<file path="src/rtl/mem_port_arbiter.sv">
// Two-requester arbiter (instruction fetch / data path) in front of a single-port memory.
// Build option MEM_ARB_ROUND_ROBIN_EN: alternate winners on ties; otherwise DM has fixed priority over IF.
module mem_port_arbiter #(
  parameter int ADDR_W  = 13,
  parameter int DATA_W  = 8,
  parameter int MEM_LAT = 2
) (
  input  logic              clk,
  input  logic              rst,
  input  logic              if_req,
  input  logic [ADDR_W-1:0] if_addr,
  output logic              if_gnt,
  output logic              if_rvalid,
  input  logic              dm_req,
  input  logic              dm_we,
  input  logic [ADDR_W-1:0] dm_addr,
  input  logic [DATA_W-1:0] dm_wdata,
  output logic              dm_gnt,
  output logic              dm_rvalid,
  output logic [DATA_W-1:0] rdata,
  output logic [ADDR_W-1:0] mem_addr,
  output logic [DATA_W-1:0] mem_wdata,
  output logic              mem_read,
  output logic              mem_write,
  input  logic [DATA_W-1:0] mem_rdata,
  output logic              busy
);

  localparam logic [3:0] LAT_INIT = 4'(MEM_LAT);

  typedef enum logic [1:0] {
    S_IDLE   = 2'd0,
    S_ACCESS = 2'd1,
    S_RESP   = 2'd2
  } state_e;

  state_e            state_q;
  logic [3:0]        cnt_q;
  logic              owner_q;      // 1 = DM owns the current transaction
  logic              we_q;
  logic [ADDR_W-1:0] addr_q;
  logic [DATA_W-1:0] wdata_q;
  logic [DATA_W-1:0] rdata_q;
  logic              mem_read_q;
  logic              mem_write_q;
  logic              if_rvalid_q;
  logic              dm_rvalid_q;

  logic dm_wins;
  logic grant_ok;

`ifdef MEM_ARB_ROUND_ROBIN_EN
  logic last_owner_q;              // 1 = DM was granted last

  always_comb begin
    dm_wins = dm_req && (!if_req || !last_owner_q);
  end

  always_ff @(posedge clk) begin
    if (rst) begin
      last_owner_q <= 1'b0;
    end else if (grant_ok && (dm_req || if_req)) begin
      last_owner_q <= dm_wins;
    end
  end
`else
  always_comb begin
    dm_wins = dm_req;
  end
`endif

  // Grants are combinational so the requester sees them in the cycle it wins.
  assign grant_ok = (state_q == S_IDLE) && !rst;
  assign dm_gnt   = grant_ok && dm_wins;
  assign if_gnt   = grant_ok && if_req && !dm_wins;

  always_ff @(posedge clk) begin
    if (rst) begin
      state_q     <= S_IDLE;
      cnt_q       <= 4'd0;
      owner_q     <= 1'b0;
      we_q        <= 1'b0;
      addr_q      <= '0;
      wdata_q     <= '0;
      rdata_q     <= '0;
      mem_read_q  <= 1'b0;
      mem_write_q <= 1'b0;
      if_rvalid_q <= 1'b0;
      dm_rvalid_q <= 1'b0;
    end else begin
      case (state_q)
        S_IDLE: begin
          if_rvalid_q <= 1'b0;
          dm_rvalid_q <= 1'b0;
          if (dm_req || if_req) begin
            owner_q     <= dm_wins;
            we_q        <= dm_wins && dm_we;
            addr_q      <= dm_wins ? dm_addr : if_addr;
            if (dm_wins) begin
              wdata_q <= dm_wdata;
            end
            mem_read_q  <= !(dm_wins && dm_we);
            mem_write_q <= dm_wins && dm_we;
            cnt_q       <= LAT_INIT;
            state_q     <= S_ACCESS;
          end
        end
        S_ACCESS: begin
          if (cnt_q == 4'd1) begin
            mem_read_q  <= 1'b0;
            mem_write_q <= 1'b0;
            if (!we_q) begin
              rdata_q <= mem_rdata;
            end
            if_rvalid_q <= !owner_q;
            dm_rvalid_q <= owner_q;
            cnt_q       <= 4'd0;
            state_q     <= S_RESP;
          end else begin
            cnt_q <= cnt_q - 4'd1;
          end
        end
        S_RESP: begin
          if_rvalid_q <= 1'b0;
          dm_rvalid_q <= 1'b0;
          state_q     <= S_IDLE;
        end
        default: begin
          state_q <= S_IDLE;
        end
      endcase
    end
  end

  assign if_rvalid = if_rvalid_q;
  assign dm_rvalid = dm_rvalid_q;
  assign rdata     = rdata_q;
  assign mem_addr  = addr_q;
  assign mem_wdata = wdata_q;
  assign mem_read  = mem_read_q;
  assign mem_write = mem_write_q;
  assign busy      = (state_q != S_IDLE);

endmodule

</file>
<file path="config.mk">
export PLATFORM = sky130hd
export DESIGN_NAME = mem_port_arbiter
export DESIGN_NICKNAME = d
export VERILOG_FILES = /design/src/rtl/mem_port_arbiter.sv
export SDC_FILE = /design/constraint.sdc
export NUM_CORES = 1
export LEC_CHECK = 0
export ABC_AREA = 1
export CAP_MARGIN = 20
export CORE_MARGIN = 2
export CORE_UTILIZATION = 37
export CTS_CLUSTER_DIAMETER = 150
export DETAILED_ROUTE_END_ITERATION = 12
export GPL_TIMING_DRIVEN = 0
export PLACE_DENSITY = 0.82
export SYNTH_ARGS = -nofsm -noshare
export SYNTH_HDL_FRONTEND = slang
export SYNTH_SLANG_ARGS = --single-unit
export TNS_END_PERCENT = 1
</file>
<file path="constraint.sdc">
create_clock -name clk -period 1 [get_ports clk]
set_input_delay 0.1 -clock clk [delete_from_list [all_inputs] [get_ports clk]]
set_output_delay 0.1 -clock clk [all_outputs]
set_load 0.02 [all_outputs]
</file>
Word-level counts from Yosys, hierarchy flattened
Cells that the tools add are included.
Operators by class
  $add $sub $neg: 1
  multiply operators: 0
  div/mod/pow operators: 0
  order comparisons: 0
  eq/ne operators: 5
  shift operators: 0
  mux-type cells: 16
  bitwise operators: 1
  reductions and logical operators: 22
Operator list (number)
  $mux W13: 1
  $reduce_and A3 Y1: 3
  $mux W4: 2
  $pmux W1 S2: 4
  $pmux W4 S2: 1
  $reduce_and A2 Y1: 4
  $reduce_bool A2 Y1: 3
  $logic_and A1 B1 Y1: 5
  $mux W1: 5
  $eq A4 B1 Y1 const B: 1
  $logic_not A1 Y1: 4
  $mux W2: 2
  $pmux W2 S2: 1
  $sub A4 B1 Y4 const B: 1
  $eq A2 B1 Y1 const B: 1
  $eq A2 B2 Y1 const B: 1
  $logic_not A2 Y1: 1
  $ne A2 B1 Y1 const B: 1
  $ne A2 B2 Y1 const B: 1
  $reduce_or A2 Y1: 1
  $logic_or A1 B1 Y1: 1
  $not A1 Y1: 1
Word-level totals
  register bits: 41
  latch bits: 0
  RAM bits: 0
  ROM bits: 0
  bits of input ports: 47
  output and inout port bits: 36
  word-level logic and storage cells: 56
  memories kept: 0

Logic depth before layout (Yosys ltp)
  depth after elaboration: 4
  gate-level depth with buffers: 7
  mapped depth without buffers: 7

Worst setup path before layout
No wires, ideal clock.
  path type: reg-to-reg
  start point: register state_q[1]
  end point: register we_q
  library setup time: 0.070 ns
  arrival: 1.101 ns
  required time: 0.930 ns
  path slack: -0.171 ns
  cell stages (with the launch flop): 8
  path buffers: 0
  period minus slack after synthesis: 1.171 ns
  path through: dfxtp_1 > nor2_2 > inv_2 > nor2_8 > inv_4 > nor2_4 > nand2_1 > o21ai_1
On the way
  cells in the longest elaborated chain, start to end: 2
Ends and longest elaborated chain
  from (decl): RTL line 37  | state_e state_q;
  from (signal assigned): RTL line 79  | state_q <= S_IDLE;
  from (signal assigned): RTL line 105  | state_q <= S_ACCESS;
  from (signal assigned): RTL line 118  | state_q <= S_RESP;
  $logic_not A2 Y1: RTL line 91  | case (state_q)
  $reduce_and A2 Y1 (no line)
  to (signal assigned): RTL line 97  | we_q <= dm_wins && dm_we;
  to (decl): RTL line 40  | logic we_q;
No other way between the ends.
A chain may end at the register's enable or synchronous reset.

Worst setup path in the final report
  start point: register state_q[1]
  end point: output port dm_gnt
On the way
  cells in the longest elaborated chain, start to end: 3
Ends and longest elaborated chain
  $logic_not A2 Y1: RTL line 73  | assign grant_ok = (state_q == S_IDLE) && !rst;
  $logic_and A1 B1 Y1: RTL line 73
  $logic_and A1 B1 Y1: RTL line 74  | assign dm_gnt = grant_ok && dm_wins;
  to (decl): RTL line 18  | output logic dm_gnt,
No other way between the ends.

==> out/qor.txt <==
Post-synthesis cell type count - 27
Status - complete, but fails checks
Port Buf Inserts - 80
Wire length per cell - 12.0 um
Data arrival, critical path - 1200 ps
Mapped Cells - 220
TritonCTS clock tree - yes
Final Hold Vio Count - 0
DRC errors left - 0
Worst skew pair latency - 300 ps
Final worst setup slack - -303 ps
Layout net count - 360
Core region area - 4660 um^2
Vias in the first global route - 1,651
Largest net degree at the start of global routing - 13
Die Wd - 73.2 um
Routed via count - 1,730
FF-to-FF End - if_rvalid
Synth top area share - 46.3%
Critical path type - flip-flop to output port
Starting Density - 38.0%
Avg Vias per Cell - 4.73
I/O Pins - 83
RSZ-0062 raised after global routing - true
DR iter-0 viols - 80
CTS Buffer Depth - 2
RD Place Congestion - 0.775
Hold path depth - 2
Worst Hold Path EP - state_q[0]
Mapped cell area - 1770 um^2
Static Leak - 1.25 nW
R2R cell count - 7
Drt pass-1 iters - 4
Setup_tns - -5290 ps
# H-tree levels - 2
FP Rows - 25
Post-synth top area cell - dfxtp_1
Reg2reg start - cnt_q[1]
Register area share after synthesis - 46.3%
Mean Syn Cell Area - 8.06 um^2
DRT Wirelength - 4410 um
CTS clk-pin slew, worst paths - 80 ps
Clk sinks - 41
Worst-Margin Slew - 359 ps
Maxcap violations - 0
Post-route ant nets - 0
Slew Limit Fails - 0
Yosys reg bits - 41
Failing checks - negative setup slack
Ys Warns - 0
Final setup violation count - 43
Number of fill cells in the layout - 448
Cell Pwr Density - 1510 nW/um^2
Antenna diode instance count - 0
Hold Crit Start - rst
CTS Buf Count - 5
Minimum clock period after layout - 1300 ps
Crit path capture type - output port
Flop2flop setup slack - -190 ps
Initial antenna violation count - 0
Worst Hold Slack - 35.9 ps
Largest cells by area after synthesis - dfxtp_1, nand3_1, nor2_1, mux2i_1, o21ai_0
Min-Delay Path Class - primary input to flip-flop
F_max - 0.767 GHz
Clock Skews - 7.74 ps
Root buf cell - clkbuf_8
Layout cell share with drive strength beyond 1 - 26.9%
CP Launch Type - flip-flop
Overflow after GRT - 0
Headroom to the max-slew limit - 76.0%
Final worst-path cycle share - 130%
Post-synth net total - 269
Critical path required time - 900 ps
Area growth syn-to-layout - 49.8%
CP max FO - 3
Hold_buf cts - 0
Worst VDD drop - 0.761 mV
Die Y - 73.2 um
DIE AREA - 5360 um^2
Hpwl dp - 3250 um
GRT Total Usage - 17.6%
First-pass GRT wire length - 7330 um
==> timing repair <==
item                       CTS  global route
gates resized for setup    153            21
pin swaps                    4             0
setup endpoints to repair   76            52
buffers inserted             4             0
==> registers in the layout, summed over array words and instances (netlist names) <==
signal     cells
mem_write      1
if_rvalid      1
mem_addr      13
state_q        2
rdata          8
owner_q        1
we_q           1
dm_rvalid      1
mem_wdata      8
mem_read       1
cnt_q          4
==> through the flow <==
step	instances	worst slack (ps)	power, mW	utilization [%]	area, um^2
detailed placement	354	-656	3.03	56.9	2650
floorplan	220	-168	2.51	-	1780
global placement	354	-652	3.00	56.9	2650
global route	366	-358	4.21	57.0	2660
finish	366	-303	4.01	57.0	2660
CTS	366	-323	4.03	57.4	2680
==> critical path, stage by stage, from the launching register on <==
cell	delay [ps]
dfxtp_2	340
nor2_4	130
inv_4	60
nor2_8	110
inv_6	40
nor2_4	100
buf_6	130
==> synthesized netlist by cell type (all sizes together) <==
master  instances
o211ai          1
o22ai           1
nand2          27
dfxtp          41
clkinv          2
buf             8
mux2i          13
o21ai          24
a21oi           5
ha              2
nor2           42
nor3            2
clkbuf          1
xor2            1
inv            20
nand3          30
==> metal layers <==
metal / part of all wire [%] / vias up / global-route usage [%]
met4: 2.1 / 0 / 7.00
met5: 0 / - / 0
met2: 51 / 39 / 30.3
met1: 41 / 784 / 19.8
met3: 6.1 / 8 / 6.08
li1: - / 899 / -
==> cells by family after synthesis <==
group	Yosys count	share of synthesized area [%]
multiplexers	13	7.34
adder cells (fa/ha/maj)	2	1.41
XOR/XNOR	1	0.494
AO/OA/AOI/OAI	31	9.46
buffers and inverters	31	7.97
flip-flops	41	46.3
AND/OR/NAND/NOR	101	27.0
==> power breakdown <==
group          internal, mW  switching, mW  total, mW
Sequential             1.78         0.0875       1.87
Combinational         0.484          0.603       1.09
Clock                 0.484          0.563       1.05
Total                  2.75           1.25       4.01
==> area by class of cell <==
cell class                      count  area, um^2  share of cell area (%)
Buffer                              9        73.8                    2.78
Clock buffer                        6        72.6                    2.73
Clock inverter                      2        10.0                   0.377
Tap cell                           54        67.6                    2.54
Multi-Input combinational cell    148         848                    32.0
Timing Repair Buffer               84         663                    25.0
Sequential cell                    41         828                    31.2
Inverter                           22        91.3                    3.44
==> how the worst max path moves through the flow <==
stage	slack, ps	endpoint	cells after the start	from
6_report	-300	dm_gnt	6	state_q[1]
5_1_grt	-360	dm_gnt	6	state_q[1]
4_1_cts	-320	dm_gnt	6	state_q[1]
3_5_place_dp	-660	dm_gnt	6	state_q[0]
3_3_place_gp	-650	dm_gnt	6	state_q[0]
2_1_floorplan	-170	we_q	7	state_q[0]
==> cells in the final DEF (no fill, tap or decap), types with 2 or more instances in the layout <==
cell type and instances:
a21oi_1 5, buf_2 36, buf_4 8, buf_6 3, clkbuf_8 6, clkdlybuf4s50_1 44, clkinv_2 3, dfxtp_1 37
dfxtp_2 3, inv_1 15, inv_2 3, mux2i_1 13, nand2_1 24, nand2_2 2, nand3_1 30, nor2_1 31
nor2_2 7, nor2_4 3, o21ai_0 12, o21ai_1 11
(Power assumes the default switching activity.)
